### src/rtl/mem_arbiter.sv
// Two-port memory arbiter: instruction fetch and data memory share one
// MainMemory port, DM has priority with a streak limit to avoid IF starvation.
module mem_arbiter #(
    parameter int MEM_LATENCY = 2,
    parameter int MAX_STREAK  = 4
) (
    input  logic        CLK,
    input  logic        RESET_N,
    input  logic        if_req,
    input  logic [31:0] if_addr,
    output logic [31:0] if_rdata,
    output logic        if_ack,
    input  logic        dm_req,
    input  logic        dm_we,
    input  logic [31:0] dm_addr,
    input  logic [31:0] dm_wdata,
    output logic [31:0] dm_rdata,
    output logic        dm_ack,
    output logic        mem_enable,
    output logic [31:0] mem_address,
    output logic [64:0] mem_serial,
    input  logic [31:0] mem_data,
    output logic        busy
);

    typedef enum logic [1:0] {IDLE, ACCESS, RESP} state_t;

    state_t      state;
    state_t      state_nxt;
    logic [3:0]  cnt;
    logic [3:0]  streak;
    logic        own_dm;
    logic        lat_we;
    logic [31:0] lat_addr;
    logic [31:0] lat_wdata;
    logic        grant_dm;
    logic        grant_if;
    logic        access_done;

    assign grant_dm    = dm_req && !(if_req && streak == 4'(MAX_STREAK));
    assign grant_if    = if_req && !grant_dm;
    assign access_done = (cnt == 4'(MEM_LATENCY - 1));

    // state register
    always_ff @(posedge CLK or negedge RESET_N) begin
        if (!RESET_N) state <= IDLE;
        else          state <= state_nxt;
    end

    // next-state logic
    always_comb begin
        state_nxt = state;
        unique case (state)
            IDLE:    if (grant_dm || grant_if) state_nxt = ACCESS;
            ACCESS:  if (access_done) state_nxt = RESP;
            RESP:    state_nxt = IDLE;
            default: state_nxt = IDLE;
        endcase
    end

    // outputs decoded from state and latched request
    always_comb begin
        mem_enable  = 1'b0;
        mem_address = '0;
        mem_serial  = '0;
        if_ack      = 1'b0;
        dm_ack      = 1'b0;
        busy        = (state != IDLE);
        if (state == ACCESS) begin
            mem_enable  = 1'b1;
            mem_address = {2'b00, lat_addr[31:2]};
            mem_serial  = {lat_we, lat_addr, lat_wdata};
        end
        if (state == RESP) begin
            if_ack = !own_dm;
            dm_ack = own_dm;
        end
    end

    // grant latch, latency counter, streak counter and read-data capture
    always_ff @(posedge CLK or negedge RESET_N) begin
        if (!RESET_N) begin
            own_dm    <= 1'b0;
            lat_we    <= 1'b0;
            lat_addr  <= '0;
            lat_wdata <= '0;
            cnt       <= '0;
            streak    <= '0;
            if_rdata  <= '0;
            dm_rdata  <= '0;
        end else begin
            unique case (state)
                IDLE: begin
                    if (grant_dm) begin
                        own_dm    <= 1'b1;
                        lat_we    <= dm_we;
                        lat_addr  <= dm_addr;
                        lat_wdata <= dm_wdata;
                        cnt       <= '0;
                        if (!if_req)
                            streak <= '0;
                        else if (streak != 4'(MAX_STREAK))
                            streak <= streak + 4'd1;
                    end else if (grant_if) begin
                        own_dm    <= 1'b0;
                        lat_we    <= 1'b0;
                        lat_addr  <= if_addr;
                        lat_wdata <= '0;
                        cnt       <= '0;
                        streak    <= '0;
                    end
                end
                ACCESS: begin
                    if (access_done) begin
                        if (own_dm && !lat_we) dm_rdata <= mem_data;
                        else if (!own_dm)      if_rdata <= mem_data;
                    end else begin
                        cnt <= cnt + 4'd1;
                    end
                end
                default: ;
            endcase
        end
    end

endmodule

### config.mk
export PLATFORM = sky130hd
export DESIGN_NAME = mem_arbiter
export DESIGN_NICKNAME = d
export VERILOG_FILES = /design/src/rtl/mem_arbiter.sv
export SDC_FILE = /design/constraint.sdc
export NUM_CORES = 1
export LEC_CHECK = 0
export ABC_AREA = 1
export CORE_UTILIZATION = 43
export CTS_CLUSTER_DIAMETER = 200
export DETAILED_ROUTE_END_ITERATION = 7
export PLACE_DENSITY = 0.89
export SETUP_SLACK_MARGIN = 0.05
export SLEW_MARGIN = 10
export SYNTH_ARGS = -nofsm -noshare
export SYNTH_HDL_FRONTEND = slang
export SYNTH_SLANG_ARGS = --single-unit
### constraint.sdc
create_clock -name CLK -period 1.7 [get_ports CLK]
set_input_delay 0.34 -clock CLK [delete_from_list [all_inputs] [get_ports CLK]]
set_output_delay 0.34 -clock CLK [all_outputs]
set_load 0.1 [all_outputs]
==> flow_summary.toml <==
[timing]
finClkSkew_ns = 0.01561
setup_viol = 141
hold_viol = 0
slew_viol_final = 0
finalHoldWorstSlack_ns = 0.3886
fmax_mhz = 490.2
finalCriticalPeriod_ns = 2.040
timing.final.crit_share_pct = 120.0
setup_slack_ns = -0.3400
rsz0062_at_grt = "yes"

[finish]
layout.cells.non_filler = 1390
drive_above_1_share_pct = 35.86
final_area_um2 = 13650
antenna_cells = 0
syn_to_final_growth_pct = 94.48
nNetsFinal = 1298
mostFrequentLayoutCell = "inv_1"
final_util_pct = 85.95
mostFrequentLayoutCells = "inv_1, buf_12, nand2_1"

[clock_tree]
cts_tree = "built"
root_buffer = "clkbuf_16"
htreeDepth = 4
clockBufferDepth = 2
clock_latency_ns = 0.43
cts_buffers = 17
cts.clk_slew.worst_paths_ns = 0.07
cts.sinks = 140

[drt]
vias = 7609
route.detailed.drc = 0
firstDrtPassIters = 5
drt_iter0_markers = 685
wire_per_inst_um = 23.75
ant_nets = 0
viasPerCell = 5.474
drt-total-wl_um = 33010

[place]
dp.cells = 1327
hpwl_um = 18010
dpl_cell_area_um2 = 12250
portBuffers = 295
gp_congestion = 0.7988

[yosys]
yosys_warnings = 0
syn_inst = 858
synth_area_um2 = 7020
yosysTopAreaCell = "dfrtp_1"
synth-seq-cells = 140
synth_seq_area_share_pct = 49.90
ys_types = 25
yosys-top-cells-area = "dfrtp_1, inv_1, nand2_1"
synth.top_cell.area_share_pct = 49.90
synth.avg_cell_area_um2 = 8.182

[die]
initial_core_util_pct = 44.20
die_h_um = 129.8
core-area_um2 = 15890
die_w_um = 129.8
rows = 46
pin_count = 298
dieArea_um2 = 16840

[setup_path]
path_max_fanout = 7
end_kind = "output pin"
critPathKind = "reg -> out"
crit_path_start_kind = "register"
critPathRequiredTime_ns = 1.36
worstPathArrival_ns = 1.70

[global_routing]
track_usage_pct = 32.69
grt_pass1_vias = 7530
grt-ovfl-total = 0
antenna_found_initial = 0
grt_max_degree = 65
grt_pass1_wl_um = 40760

[status]
run_status = "finished with violations"
violations = "negative setup slack"

[min_path]
hp-class = "in -> async"

[job]
drv_cap = 0
worst max-delay path, cell delays in order (launching register included):
cell and delay (ns):
dfrtp_1 0.40, inv_2 0.12, nand2_8 0.12, buf_12 0.17, buf_12 0.15, nor2_4 0.12
buf_12 0.18
final cells by class:
type | count | area, µm²
Fill cell | 642 | 2232
Clock inverter | 12 | 206.4
Inverter | 207 | 782.0
Timing Repair inverter | 1 | 6.256
Clock buffer | 20 | 466.7
Sequential cell | 140 | 3505
Multi-Input combinational cell | 437 | 2899
Tap cell | 216 | 270.3
Timing Repair Buffer | 357 | 5518
worst paths after layout:
kind / start / end / slack, ns / cells after the start
min: RESET_N / lat_wdata[10] / 0.39 / 2
max: state[1] / mem_serial[19] / -0.34 / 6
min in group CLK: dm_wdata[4] / lat_wdata[4] / 0.48 / 3
min reg2reg: lat_addr[26] / lat_addr[26] / 0.49 / 2
max reg2reg: state[1] / if_rdata[14] / -0.08 / 8
max in group asynchronous: RESET_N / lat_addr[23] / 0.72 / 3
layer usage:
metal / part of all wire (%) / GRT usage [%] / wire length, µm
met3: 11 / 12.51 / 3755
met4: 6.7 / 18.40 / 2203
met1: 31 / 33.00 / 10350
met5: 0 / 0 / 0
met2: 51 / 57.88 / 16690
synth_stat cells:
cell and n:
buf_1 2, buf_2 18, buf_4 41, buf_6 12
clkbuf_1 2, conb_1 1, dfrtp_1 140, ha_1 4
inv_1 206, inv_2 1, nand2_1 170, nand2_2 3
nand2_4 2, nand3_1 69, nand3_2 1, nand4_1 2
nor2_1 70, nor2_2 1, nor2_4 1, nor3_1 4
o21ai_0 5, o21ai_1 13, o21ai_2 53, o22ai_1 35
xnor2_1 2
sequential cells by signal (all words and copies together), names as in the netlist:
signal,cells
own_dm,1
lat_we,1
if_rdata,32
streak,4
cnt,4
lat_wdata,32
lat_addr,32
dm_rdata,32
state,2
repair_timing:
item / in CTS / in global routing
setup endpoints to repair: 102 / 231
pin swaps: 12 / 14
cloned: 0 / 18
hold endpoints to repair: 33 / 0
hold buffers: 1 / 0
buffers inserted: 10 / 5
gates resized for setup: 18 / 47
through the flow:
stage,worst slack (ns),setup TNS [ns]
finish,-0.3400,-27.71
global route,-0.3696,-33.52
CTS,-0.3209,-24.14
detailed placement,-0.1629,-4.300
global placement,-0.007745,-0.02069
floorplan,-0.3900,-12.22
logic make-up (layout without fill, tap and decap cells):
family	Yosys count	count (layout)	share of synthesized area, %
simple gates	323	323	19.19
buf+inv	282	597	18.87
flops	140	140	49.90
compound gates	106	106	11.01
fa+ha+maj	4	4	0.7129
xor+xnor	2	2	0.2496
other cells	1	2	0.05342
Power is not shown: default switching activity piles up to over one toggle a cycle in this logic, so the estimate is an artifact.
